`src/rtl/uart_tx_arbiter.sv`:
```
// uart_tx_arbiter
//   Shares one UART transmit path (TX FIFO input) among NUM_SRC byte sources.
//   Round-robin arbitration; a grant is held for a whole line so that text
//   from different sources never interleaves on the wire. A grant ends after
//   the EOP_CHAR byte transfers or after MAX_BURST bytes, whichever is first.
//
//   Optional feature (macro TX_ARB_TIMEOUT_EN): a granted source that keeps
//   its valid deasserted for IDLE_TIMEOUT cycles loses the grant.
//
// Ports (all handshakes active-low, transfer = valid_n==0 && ready_n==0 at clk rise)
//   clk          system clock, rising edge
//   rst          synchronous reset, active-high
//   src_valid_n  per-source byte valid
//   src_data     per-source byte, source i at [8*i+7:8*i]
//   src_ready_n  per-source ready
//   out_valid_n  byte valid toward TX FIFO
//   out_data     byte toward TX FIFO (8'h00 while no grant)
//   out_ready_n  TX FIFO not full
//   grant_valid  1 while a source holds the grant
//   grant_idx    index of the granted source (meaningful when grant_valid)

module uart_tx_arbiter #(
    parameter int unsigned NUM_SRC      = 2,
    parameter logic [7:0]  EOP_CHAR     = 8'h0A,
    parameter int unsigned MAX_BURST    = 80,
    parameter int unsigned IDLE_TIMEOUT = 16,
    localparam int unsigned IdxW        = $clog2(NUM_SRC),
    localparam int unsigned CntW        = $clog2(MAX_BURST + 1)
) (
    input  logic                 clk,
    input  logic                 rst,
    input  logic [NUM_SRC-1:0]   src_valid_n,
    input  logic [8*NUM_SRC-1:0] src_data,
    output logic [NUM_SRC-1:0]   src_ready_n,
    output logic                 out_valid_n,
    output logic [7:0]           out_data,
    input  logic                 out_ready_n,
    output logic                 grant_valid,
    output logic [IdxW-1:0]      grant_idx
);

    // Elaboration-time parameter sanity checks.
    if (NUM_SRC < 2 || NUM_SRC > 8) begin : g_bad_num_src
        $error("uart_tx_arbiter: NUM_SRC must be in 2..8");
    end
    if (MAX_BURST < 1) begin : g_bad_max_burst
        $error("uart_tx_arbiter: MAX_BURST must be >= 1");
    end
    if (IDLE_TIMEOUT < 1) begin : g_bad_idle_timeout
        $error("uart_tx_arbiter: IDLE_TIMEOUT must be >= 1");
    end

    typedef enum logic [0:0] {
        StIdle,
        StLock
    } state_e;

    state_e          state_q, state_d;
    logic [IdxW-1:0] grant_idx_q, grant_idx_d;
    logic [IdxW-1:0] rr_ptr_q, rr_ptr_d;
    logic [CntW-1:0] burst_cnt_q, burst_cnt_d;

    // Granted-channel view.
    logic            g_valid_n;
    logic [7:0]      g_data;
    logic            xfer;
    logic            line_end;
    logic            timeout_fire;
    logic [IdxW-1:0] rr_after_grant;

    // Round-robin pick.
    logic            pick_found;
    logic [IdxW-1:0] pick_idx;
    logic [IdxW-1:0] cand_idx;
    int unsigned     cand;

    assign g_valid_n = src_valid_n[grant_idx_q];
    assign g_data    = src_data[8*int'(grant_idx_q) +: 8];
    assign xfer      = (state_q == StLock) && !g_valid_n && !out_ready_n;

    // Either condition ends the grant; both together still release only once.
    assign line_end  = (g_data == EOP_CHAR) ||
                       ((burst_cnt_q + CntW'(1)) == CntW'(MAX_BURST));

    // Pointer moves just past the source that held the grant, wrapping to 0.
    assign rr_after_grant = (grant_idx_q == IdxW'(NUM_SRC - 1)) ? '0 :
                            grant_idx_q + IdxW'(1);

    // Scan rr_ptr, rr_ptr+1, ... modulo NUM_SRC; first active requester wins.
    always_comb begin
        pick_found = 1'b0;
        pick_idx   = '0;
        cand       = 0;
        cand_idx   = '0;
        for (int unsigned k = 0; k < NUM_SRC; k++) begin
            cand = 32'(rr_ptr_q) + k;
            if (cand >= NUM_SRC) begin
                cand = cand - NUM_SRC;
            end
            cand_idx = IdxW'(cand);
            if (!pick_found && !src_valid_n[cand_idx]) begin
                pick_found = 1'b1;
                pick_idx   = cand_idx;
            end
        end
    end

`ifdef TX_ARB_TIMEOUT_EN
    localparam int unsigned IdleW = $clog2(IDLE_TIMEOUT + 1);

    logic [IdleW-1:0] idle_cnt_q, idle_cnt_d;

    // Only cycles where the granted source itself has nothing to send count;
    // a FIFO stall with a byte pending is never treated as idleness.
    assign timeout_fire = (state_q == StLock) && g_valid_n &&
                          (idle_cnt_q == IdleW'(IDLE_TIMEOUT - 1));

    always_comb begin
        idle_cnt_d = idle_cnt_q;
        if (state_q != StLock) begin
            idle_cnt_d = '0;
        end else if (xfer || timeout_fire) begin
            idle_cnt_d = '0;
        end else if (g_valid_n) begin
            idle_cnt_d = idle_cnt_q + IdleW'(1);
        end
    end

    always_ff @(posedge clk) begin
        if (rst) begin
            idle_cnt_q <= '0;
        end else begin
            idle_cnt_q <= idle_cnt_d;
        end
    end
`else
    assign timeout_fire = 1'b0;
`endif

    // Next-state and outputs.
    always_comb begin
        state_d     = state_q;
        grant_idx_d = grant_idx_q;
        rr_ptr_d    = rr_ptr_q;
        burst_cnt_d = burst_cnt_q;

        out_valid_n = 1'b1;
        out_data    = 8'h00;
        src_ready_n = '1;
        grant_valid = 1'b0;

        unique case (state_q)
            StIdle: begin
                if (pick_found) begin
                    state_d     = StLock;
                    grant_idx_d = pick_idx;
                    burst_cnt_d = '0;
                end
            end

            StLock: begin
                // Pure combinational forward of the granted channel.
                grant_valid              = 1'b1;
                out_valid_n              = g_valid_n;
                out_data                 = g_data;
                src_ready_n[grant_idx_q] = out_ready_n;

                if (xfer) begin
                    if (line_end) begin
                        state_d     = StIdle;
                        rr_ptr_d    = rr_after_grant;
                        burst_cnt_d = '0;
                    end else begin
                        burst_cnt_d = burst_cnt_q + CntW'(1);
                    end
                end else if (timeout_fire) begin
                    state_d     = StIdle;
                    rr_ptr_d    = rr_after_grant;
                    burst_cnt_d = '0;
                end
            end

            default: begin
                state_d = StIdle;
            end
        endcase
    end

    assign grant_idx = grant_idx_q;

    always_ff @(posedge clk) begin
        if (rst) begin
            state_q     <= StIdle;
            grant_idx_q <= '0;
            rr_ptr_q    <= '0;
            burst_cnt_q <= '0;
        end else begin
            state_q     <= state_d;
            grant_idx_q <= grant_idx_d;
            rr_ptr_q    <= rr_ptr_d;
            burst_cnt_q <= burst_cnt_d;
        end
    end

endmodule

```
`config.mk`:
```
export PLATFORM = sky130hd
export DESIGN_NAME = uart_tx_arbiter
export DESIGN_NICKNAME = d
export VERILOG_FILES = /design/src/rtl/uart_tx_arbiter.sv
export SDC_FILE = /design/constraint.sdc
export NUM_CORES = 1
export LEC_CHECK = 0
export CORE_MARGIN = 1.5
export CORE_UTILIZATION = 37
export DETAILED_ROUTE_END_ITERATION = 8
export PLACE_DENSITY = 0.8
export SLEW_MARGIN = 15
export SYNTH_ARGS = -nofsm -noshare
export SYNTH_HDL_FRONTEND = slang
export SYNTH_SLANG_ARGS = --single-unit
```
`constraint.sdc`:
```
create_clock -name clk -period 1.8 [get_ports clk]
set_input_delay 0.18 -clock clk [delete_from_list [all_inputs] [get_ports clk]]
set_output_delay 0.18 -clock clk [all_outputs]
set_load 0.1 [all_outputs]
```
Word level (Yosys, flattened, before mapping). Index checks and enable logic that the tools add are counted.

Output and inout port bits: 13. Bits of input ports: 21. Word-level logic and storage cells: 61. Bits in registers: 10.

Bitwise gates (word level): 3. Shifts and indexed selects: 1. Muxes and demuxes: 27. Add/subtract/negate cells: 5. Equality and inequality tests: 4. Reductions and logical operators: 11. Order comparisons: 6.

Operator list (number): 2-to-1 mux 7 bit (3); 2-to-1 mux 1 bit (19); indexed part select 16 x 5 -> 8 bit (1); one-hot mux 7 bit (2 select lines) (1); == test 8 x 4 -> 1 bit, second input constant (1); 2-to-1 mux 8 bit (1); adder 7 x 1 -> 7 bit, second input constant (1); == test 7 bit, second input constant (1); less-than comparator 1 x 2 -> 1 bit, second input constant (3); logical AND 1 bit (4); AND reduction 2 bit (2); logical NOT 1 bit (3); AND reduction 3 bit (1); adder 1 x 1 -> 2 bit, second input constant (1); >= comparator 1 x 2 -> 1 bit, second input constant (1); >= comparator 2 bit, second input constant (1); 2-to-1 mux 2 bit (1); != test 2 x 1 -> 1 bit, second input constant (1); != test 2 bit, second input constant (1); NOT 2 bit (1); OR 2 bit (1); one-hot mux 1 bit (2 select lines) (1); subtractor 1 bit, second input constant (2); adder 1 bit, second input constant (1); other kinds (4) (4).

Longest topological paths before layout. Gate-level depths: netlist of run 1.

Word-level depth: 10. Gate-level depth with buffers: 7.

Worst setup path after synthesis of run 1. Ideal clock, no wire load.

Path type: reg2out. Start point: register state_q. End point: output out_data[1]. Data required time: 1.620 ns. Setup slack: -1.397 ns. Buffers on the path: 0. Arrival time: 3.017 ns. Stages on the path, launching flop included: 3. Cells stage by stage: dfxtp_1 clkinv_1 a21oi_1.

Longest elaborated chain between the ends: 1.

RTL lines: start, declared (RTL line 58) `state_e state_q, state_d;`; start signal, assigned (RTL line 193) `state_q <= StIdle;`; start signal, assigned (RTL line 198) `state_q <= state_d;`; 2-to-1 mux 8 bit (RTL line 152) `unique case (state_q)`; end, declared (RTL line 36) `output logic [7:0] out_data,`.

No other way between the ends.

Worst setup path in the final report of run 1.
Start point: register burst_cnt_q[0]. End point: register burst_cnt_q[1].

Longest elaborated chain between the ends: 6.

RTL lines: start, declared (RTL line 61) `logic [CntW-1:0] burst_cnt_q, burst_cnt_d;`; start signal, assigned (RTL line 201) `burst_cnt_q <= burst_cnt_d;`; adder 7 x 1 -> 7 bit * (RTL line 83, 174); == test 7 bit (RTL line 83) `((burst_cnt_q + CntW'(1)) == CntW'(MAX_BURST));`; logical OR 1 bit (RTL line 82) `assign line_end = (g_data == EOP_CHAR) ||`; 2-to-1 mux 7 bit * (RTL line 169) `if (line_end) begin`; 2-to-1 mux 7 bit * (RTL line 168) `if (xfer) begin`; one-hot mux 7 bit (2 select lines) * (RTL line 152).

Every way passes the cells marked *; elsewhere a longest branch is shown, timed or not. The select of a mux whose other input is x is not followed. A chain may end at the register's enable or synchronous reset.

==> impl.org, run 1 <==
** Status
- The run finished with clean final reports.

** STA
- Setup repair after global routing could not meet its margin everywhere.
- Final setup violation count :: 0
- Worst hold slack after final layout :: 510.8 ps
- Fmax achieved :: roughly 0.56 GHz
- At the pin with the least slew margin, the transition time is between 300 and 400 ps.
- For the final database, setup skew stands at ~5.7 ps.
- Slew Limit Headroom :: 0.7879
- The routed design could run at a clock period as short as roughly 1800 ps.
- In the finished design, the share of the clock period the worst path needs comes to 0.9974.
- Max Transition Viols Final :: 0
- Count of final hold-check violations :: 0

** Synth
- Yosys instantiated no cell more often than sky130_fd_sc_hd__nor2_1.
- Primary FF master, synth :: sky130_fd_sc_hd__dfxtp_1
- Post-synth net total :: around 120
- Unique cell type count in the Yosys netlist :: 39
- After technology mapping, the gate count stands at 95.
- During synthesis, Yosys emitted a total of 0 warnings.
- Each instance of the synthesized netlist takes up on average a little over 8 um2.
- Area contributors post-synth :: sky130_fd_sc_hd__dfxtp_1 26%, sky130_fd_sc_hd__mux2i_1 10%, sky130_fd_sc_hd__nor2_1 5.3%
- Netlist area before placement :: a little under 800 um2
- For this run, the register share of the synthesized area comes to 0.2589.
- Number of synthesized flops with an enable pin :: 0
- Fraction of synthesis flops using an asynchronous set or reset pin :: 0
- Summed over all instances, the cell type with the most area after synthesis is sky130_fd_sc_hd__dfxtp_1.
- Synthesized flop and latch total :: 10
- Of the post-synthesis cell area, the dominant cell type holds 0.2589.
- Most frequent cells after synthesis :: 11 x sky130_fd_sc_hd__nor2_1, 10 x sky130_fd_sc_hd__dfxtp_1, 9 x sky130_fd_sc_hd__nand2_1

** Setup path
- STA classifies the critical path endpoint as a flop.
- The critical path in this run is classified as reg2reg.
- Kind of start point of the critical path :: flop
- Worst path cell trace :: nand3_1, nand3b_1, a2111oi_4, buf_4, or4b_2, a21oi_1
- Data on the critical path arrives at its endpoint at 1990 ps.
- In this run the worst path has a maximum fanout of 5.
- Number of buffer and inverter stages on the critical path :: 1
- Max incr delay on CP :: 610 ps
- Standard cell with the maximum stage delay on the critical path :: sky130_fd_sc_hd__or4b_2
- Worst Path Required :: approximately 2000 ps
- Worst path top cell family by delay :: simple AND/OR/NAND/NOR gates

** Placement
- Input and output buffers added on the ports amount to 33.
- Placed standard-cell area :: ~1400 um2
- Routability-driven placement congestion ratio :: approximately 0.90
- Hpwl dp :: between 2 and 2.5 mm

** Min path
- The path class of the tightest hold or removal check is reg2reg.

** Layout
- The area growth from synthesis to layout is 96.28%.
- Of the cells placed in the final design, the portion with a size suffix greater than 1 is 0.4247.
- Fill cells in the final layout number 146.
- The net count of the finished layout is about 170.
- After routing the design area is between 1500 and 2000 um2.
- The number of antenna diodes in the final layout is 0.

** Global route
- GRT busiest layer :: met2
- For this run, global-route usage on met3 was measured as 0.03395.
- In the global route stage, met2 resource usage came out at 0.3995.
- After global routing the overflow that remains totals 0.
- The number of global-route vias before repair is between 800 and 900.
- Pin count of the biggest net entering global routing :: 10
- Global-route wire length before repair :: between 3 and 4 mm
- Overall global routing resource usage :: 0.2113
- Global-route track usage on met1 :: 0.2366
- Antenna violations before repair :: 0

** Clock tree
- Buffers inserted during clock tree synthesis total 3.
- After clock tree synthesis, the clock-pin slew on the worst setup and hold paths is 60 ps.
- In this run the number of H-tree levels came out at 1.
- Clock tree synthesis selected as its root buffer the cell sky130_fd_sc_hd__clkbuf_4.
- Counting along the longest clock path gives a buffer depth of 2.
- Clock network latency to the later pin of the worst-skew pair :: about 270 ps
- Clock tree from TritonCTS :: built
- Clock tree synthesis found a total of 10 sinks.

** Power
- The worst-case IR drop observed on VDD is 0.4714 mV.
- The design draws approximately 0.00078 W.
- Power per cell area :: 514.8 nW/um2
- Leakage :: around 0.54 nW

** Floorplan
- Cell Rows :: 16
- Initial cell density of the core :: 0.3941
- In this run the standard cell core region covers about 2000 um2.
- Chip Width :: slightly below 50 um
- IO Pins :: 34
- The floorplan step defined a die boundary enclosing 2373 um2.
- In this run the vertical extent of the chip is slightly below 50 um.

** Routing
- Across all layers, the routed design uses between 900 and 1000 vias.
- Detailed Route Iter0 Violations :: 10
- WL per Instance :: roughly 15 um
- The first detailed-routing pass ran for 4 iterations.
- Number of nets with antenna violations after detailed routing :: 0
- Drt drc :: 0
- Post-Route WL :: around 2.6 mm
- After detailed routing, the number of vias per cell comes to 5.428.

** Flow run
- Number of max-cap violations :: 0
-- state kept, by name, indices dropped and copies added (netlist names) --
name and flops:
state_q 1, burst_cnt_q 7, rr_ptr_q 1, grant_idx 1
-- metal layers --
metal  routed length, um  share of wire
met4                  38          0.015
met2                1445           0.56
met5                   0              0
met3                  72          0.028
met1                1031           0.40
-- where the power goes --
group | switching [W] | internal, W | leakage, nW
sequential | 0.00000618 | 0.000224 | 0.0828
clock | 0.0000804 | 0.0000857 | 0.0150
combinational | 0.000225 | 0.000160 | 0.446
-- area by class of cell --
| type | instances | area [um2] | share of cell area |
|---|---|---|---|
| clock buffers | 4 | 26.28 | 0.01731 |
| inverters | 4 | 16.27 | 0.01072 |
| multi-input cells | 77 | 649.4 | 0.4279 |
| flip-flops and latches | 10 | 209.0 | 0.1377 |
| well taps | 27 | 33.78 | 0.02226 |
| repair buffers | 51 | 583.1 | 0.3842 |
-- layout by cell type (no fill, tap or decap), types with 2 or more instances in the layout --
master | netlist | routed
sky130_fd_sc_hd__nor3_1 | 2 | 2
sky130_fd_sc_hd__o311ai_1 | 0 | 2
sky130_fd_sc_hd__nand3b_1 | 2 | 2
sky130_fd_sc_hd__a21oi_1 | 6 | 5
sky130_fd_sc_hd__nor4_1 | 4 | 3
sky130_fd_sc_hd__o21ai_0 | 2 | 2
sky130_fd_sc_hd__dfxtp_4 | 0 | 2
sky130_fd_sc_hd__mux2i_1 | 8 | 7
sky130_fd_sc_hd__buf_4 | 0 | 19
sky130_fd_sc_hd__nand3_1 | 3 | 3
sky130_fd_sc_hd__clkbuf_4 | 0 | 3
sky130_fd_sc_hd__nor2b_1 | 2 | 2
sky130_fd_sc_hd__nor2_4 | 0 | 7
sky130_fd_sc_hd__dfxtp_1 | 10 | 7
sky130_fd_sc_hd__nand2_1 | 9 | 6
sky130_fd_sc_hd__inv_1 | 3 | 3
sky130_fd_sc_hd__clkdlybuf4s50_1 | 0 | 20
sky130_fd_sc_hd__buf_12 | 0 | 12
sky130_fd_sc_hd__nand2_2 | 0 | 3
sky130_fd_sc_hd__o21a_1 | 2 | 2
sky130_fd_sc_hd__a21oi_4 | 0 | 2
sky130_fd_sc_hd__nor2_1 | 11 | 4
-- worst register-to-register path: cells and delay by family (launching register included) --
kind | cells | cell delay, ps
AO/OA/AOI/OAI | 2 | 250
flip-flops | 1 | 400
AND/OR/NAND/NOR | 3 | 920
buffers and inverters | 1 | 170
-- kinds of logic (layout without fill, tap and decap cells) --
family,count (synthesis),count (layout),share of synthesized area
adders and majority gates,1,1,0.01618
muxes,9,9,0.1181
DFF,10,10,0.2589
AOI/OAI and AO/OA,19,19,0.1910
xor gates and xnor gates,1,1,0.01133
and+or+nand+nor,47,47,0.3463
buffers and inverters,8,59,0.05825
-- timing repair --
action	4_1_cts	5_1_grt
setup buffers	0	4
pin swaps	1	6
resized for setup	5	8
setup endpoints to repair	4	7
hold buffers	0	0
-- through the flow --
step / setup TNS, ps / std cells / setup slack (ps) / utilization
finish: 0 / 173 / 4.692 / 0.7736
global route: -190.2 / 173 / -52.03 / 0.7736
CTS: 0 / 169 / 0.4585 / 0.7417
detailed placement: -1894 / 165 / -316.1 / 0.7188
global placement: -1606 / 165 / -266.8 / 0.7188
floorplan: -2254 / 95 / -263.8 / -
-- worst paths after layout --
kind | from | to | slack (ps) | depth (start not counted)
hold / removal | burst_cnt_q[1]$_SDFFE_PP0P_ | burst_cnt_q[1]$_SDFFE_PP0P_ | 510 | 2
setup reg to reg | burst_cnt_q[0]$_SDFFE_PP0P_ | burst_cnt_q[1]$_SDFFE_PP0P_ | 5 | 6
setup / recovery | burst_cnt_q[0]$_SDFFE_PP0P_ | burst_cnt_q[1]$_SDFFE_PP0P_ | 5 | 6
hold reg to reg | burst_cnt_q[1]$_SDFFE_PP0P_ | burst_cnt_q[1]$_SDFFE_PP0P_ | 510 | 2
Note: power is estimated with default switching activity, not from simulation.
==> run 2: changes to the inputs <==
ABC_AREA = 1   (was default)
TNS_END_PERCENT = 1   (was default)
==> run 2 against run 1 <==
Effect of this change:
- first-iteration DRC count is 50% higher
- via count is 0.32% higher
- highest routed layer unchanged
- global-route usage is 0.63 points lower
==> impl.org, run 2 <==
** Status
- Result of the run: complete, no violations (unchanged).

** Synth
- The fraction of registers with async set/reset came to 0 (unchanged).
- Most frequent cells after synthesis: 44 x sky130_fd_sc_hd__nand2_1, 16 x sky130_fd_sc_hd__nor2_1, 15 x sky130_fd_sc_hd__inv_1 (was 11 x sky130_fd_sc_hd__nor2_1, 10 x sky130_fd_sc_hd__dfxtp_1, 9 x sky130_fd_sc_hd__nand2_1).
- The number of enable-type register cells in the synthesized netlist was 0 (unchanged).
- The cell area after synthesis is 767.0 um2 (was 773.2 um2).
- Area contributors post-synth :: sky130_fd_sc_hd__dfxtp_1 26%, sky130_fd_sc_hd__nand2_1 22%, sky130_fd_sc_hd__a21oi_1 7.8% (was sky130_fd_sc_hd__dfxtp_1 26%, sky130_fd_sc_hd__mux2i_1 10%, sky130_fd_sc_hd__nor2_1 5.3%)
- Post-synth net total :: 154 (was 117)
- Primary FF master, synth :: sky130_fd_sc_hd__dfxtp_1 (unchanged)
- Yosys warning total :: 0 (unchanged)
- The share of Yosys cell area claimed by the top area cell type came to 0.2610 (was 0.2589).
- Synthesized flop and latch total :: 10 (unchanged)
- The sequential share of the synthesized area came to 0.2610 (was 0.2589).
- Cell accounting for the most synthesized area :: sky130_fd_sc_hd__dfxtp_1 (unchanged)
- Instance count of the mapped netlist :: 132 (was 95)
- Dominant cell by count in the synthesized netlist :: sky130_fd_sc_hd__nand2_1 (was sky130_fd_sc_hd__nor2_1)
- The average footprint of a synthesized cell is 5.811 um2 (was 8.139 um2).
- The distinct cell type count after synthesis was 21 (was 39).

** Global route
- Pin count of the biggest net entering global routing :: 19 (was 10)
- The number of antenna violations at the first check in global routing was 0 (unchanged).
- Overall global routing resource usage :: 0.2050 (was 0.2113)
- Via count of the first global-routing pass :: 934 (was 877)
- The wire length of the first global-routing pass was 3.884 mm (was 3.933 mm).
- Remaining global-route overflow :: 0 (unchanged)

** STA
- Max Transition Viols Final :: 0 (unchanged)
- RSZ-0062 raised after global routing: false (was true).
- The worst slew margin relative to its limit came to 0.6398 (was 0.7879).
- The final count of hold timing violations is 0 (unchanged).
- Slew at the pin with the worst max-slew slack :: 534.6 ps (was 309.3 ps)
- The worst clock skew came to 3.585 ps (was 5.651 ps).
- Fmax achieved :: 0.5990 GHz (was 0.5570 GHz)
- The portion of the clock cycle consumed by the worst path in the final layout was 0.9275 (was 0.9974).
- Final setup violation count :: 0 (unchanged)
- The minimum clock period after layout is 1670 ps (was 1795 ps).

** Placement
- Hpwl dp :: 1.836 mm (was 2.017 mm)
- Routability-driven placement congestion ratio :: 0.8396 (was 0.8968)
- The post-place instance area came to 1315 um2 (was 1410 um2).
- The placed instance count came to 192 (was 165).
- Port buffer count :: 33 (unchanged)

** Layout
- The final design area excluding fillers is 1348 um2 (was 1518 um2).
- The fraction of final layout cells sized beyond drive strength 1 is 0.2485 (was 0.4247).
- Largest reg by FF count :: burst_cnt_q (unchanged)
- The area used by multi-input combinational logic is 556.8 um2 (was 649.4 um2).
- Antenna diode count :: 0 (unchanged)
- The count of fill cells added during filler insertion came to 176 (was 146).
- Cell Count, Final, Fillers Out :: 196 (was 173)
- The final layout net count was 192 (was 169).
- Most common cell after layout, fill and taps aside :: sky130_fd_sc_hd__nand2_1 (was sky130_fd_sc_hd__clkdlybuf4s50_1)
- Fraction of the core area covered by cells at the end of the flow :: 0.6869 (was 0.7736)
- The sequential cell area was 209.0 um2 (unchanged).
- Area added between synthesis and finish :: 75.69% (was 96.28%)
- The flip-flop count of the largest register, all copies and words added came to 7 (unchanged).
- Most frequent cells in the layout: 43 x sky130_fd_sc_hd__nand2_1, 20 x sky130_fd_sc_hd__clkdlybuf4s50_1, 13 x sky130_fd_sc_hd__inv_1 (was 20 x sky130_fd_sc_hd__clkdlybuf4s50_1, 19 x sky130_fd_sc_hd__buf_4, 12 x sky130_fd_sc_hd__buf_12).

** Setup path
- Worst reg2reg path startpoint :: grant_idx$_SDFFE_PP0P_ (was burst_cnt_q[0]$_SDFFE_PP0P_)
- Register-to-register setup slack :: 160 ps (was 5 ps)
- The number of cells traversed by the worst register-to-register path was 8 (was 6).
- The worst path arrival time came to 1490 ps (was 1990 ps).
- The startpoint type of the worst setup path is a flop (unchanged).
- Largest fanout on the critical path :: 8 (was 5)
- The kind of end point of the critical path is an output port (was flop).
- The reg-to-reg critical path endpoint is rr_ptr_q$_SDFFE_PP0P_ (was burst_cnt_q[1]$_SDFFE_PP0P_).
- The data required time of the critical path came to 1620 ps (was 2000 ps).
- The start-to-end type of the worst setup path is reg2out (was reg2reg).

** Power
- Leakage :: 0.5523 nW (was 0.5437 nW)
- Power per cell area :: 588.6 nW/um2 (was 514.8 nW/um2)
- Worst vdd rail ir drop :: 0.4072 mV (was 0.4714 mV)

** Clock tree
- The hold buffer count at CTS is 0 (unchanged).
- Cell chosen for the clock root :: sky130_fd_sc_hd__clkbuf_4 (unchanged)
- The TritonCTS clock tree is built (unchanged).
- Clock transition time at the flip-flop clock pins of the worst setup and hold paths :: 60 ps (about the same)
- CTS sink count :: 10 (unchanged)
- Number of H-tree branching levels :: 1 (unchanged)
- The maximum root-to-sink buffer count is 2 (unchanged).
- The number of buffers created by CTS is 3 (unchanged).
- The clock latency on the worst-skew pair was 270 ps (about the same).

** Min path
- Path type of the worst min-delay path :: reg2reg (unchanged)
- The launch instance of the worst min-delay path is burst_cnt_q[5]$_SDFFE_PP0P_ (was burst_cnt_q[1]$_SDFFE_PP0P_).
- The cell depth of the worst hold path was 2 (unchanged).
- The worst min-delay path endpoint is burst_cnt_q[5]$_SDFFE_PP0P_ (was burst_cnt_q[1]$_SDFFE_PP0P_).

** Routing
- Vias :: 942 (was 939)
- WL per Instance :: 11.27 um (was 14.95 um)
- Total iterations of the first detailed-routing run :: 4 (unchanged)
- Post-Route WL :: 2.209 mm (was 2.587 mm)
- Ratio of routed vias to standard cells :: 4.806 (was 5.428)
- The DRC marker count from the first detailed-route iteration is 15 (was 10).
- The number of remaining DRC errors came to 0 (unchanged).
- The number of routed nets with antenna violations came to 0 (unchanged).

** Flow run
- The number of max-cap violations was 0 (unchanged).

** Floorplan
- The number of placement rows is 16 (unchanged).
- The die outline width came to 48.53 um (was 48.72 um).
- Core region area :: 1962 um2 (unchanged)
- The full die area was 2355 um2 (was 2373 um2).
- IO Pins :: 34 (unchanged)
- Initial cell density of the core :: 0.3909 (was 0.3941)
- Y dimension of the die :: 48.53 um (was 48.72 um)
-- run 2: kinds of logic (layout without fill, tap and decap cells) --
logic type,Yosys count,after routing,share of synthesized area
simple gates,78,78,0.4470
flops,10,10,0.2610
compound gates,22,22,0.1566
fa+ha+maj,1,1,0.01631
xor+xnor,1,1,0.01142
buf+inv,20,57,0.1077
-- run 2: area by class of cell --
| type | instances | area share |
|---|---|---|
| multi-input combinational | 102 | 0.4132 |
| clock buffer | 3 | 0.01671 |
| timing repair buffer | 35 | 0.3343 |
| inverter | 18 | 0.05292 |
| sequential | 10 | 0.1551 |
| tap | 27 | 0.02507 |
| clock inverter | 1 | 0.002786 |
-- run 2: metal layers --
layer / vias up / track usage / share of wire
met5: - / 0 / 0
met4: 0 / 0.02381 / 0.0054
met3: 2 / 0.04938 / 0.024
met2: 15 / 0.3981 / 0.56
met1: 432 / 0.2312 / 0.41
li1: 493 / - / -
-- run 2: critical path: stages (launching register included) --
cell                         delay (ps)
sky130_fd_sc_hd__dfxtp_4            410
sky130_fd_sc_hd__clkinvlp_4         350
sky130_fd_sc_hd__a21oi_4            260
sky130_fd_sc_hd__buf_12             190
-- run 2: what timing repair did --
item                                    4_1_cts  5_1_grt
setup buffers                                 0        0
resized for setup                             0        5
endpoints found under the setup margin        0        9
-- run 2: report_power, final --
part / internal (W) / switching, W / total (W)
combinational: 0.000145 / 0.000251 / 0.000396
clock: 0.0000802 / 0.0000777 / 0.000158
sequential: 0.000226 / 0.0000137 / 0.000239
total: 0.000451 / 0.000342 / 0.000793
-- run 2: worst max-delay path by stage --
stage,startpoint,end
final,state_q$_SDFF_PP0_,out_data[3]
after global routing,grant_idx$_SDFFE_PP0P_,rr_ptr_q$_SDFFE_PP0P_
after CTS,state_q$_SDFF_PP0_,out_data[3]
after detailed placement,src_data[6],state_q$_SDFF_PP0_
after global placement,src_data[5],rr_ptr_q$_SDFFE_PP0P_
after floorplan,state_q$_SDFF_PP0_,out_data[1]
-- run 2: metrics by stage --
step	worst slack, ps	hold slack [ps]	setup TNS, ps	total power (W)
after CTS	117.9	466.1	0	0.0007969
after global routing	3.229	505.6	0	0.0008253
after global placement	100.8	453.8	0	0.0006352
after floorplan	-11.87	352.0	-23.74	0.0004880
final	130.5	464.4	0	0.0007931
after detailed placement	26.70	456.3	0	0.0006409
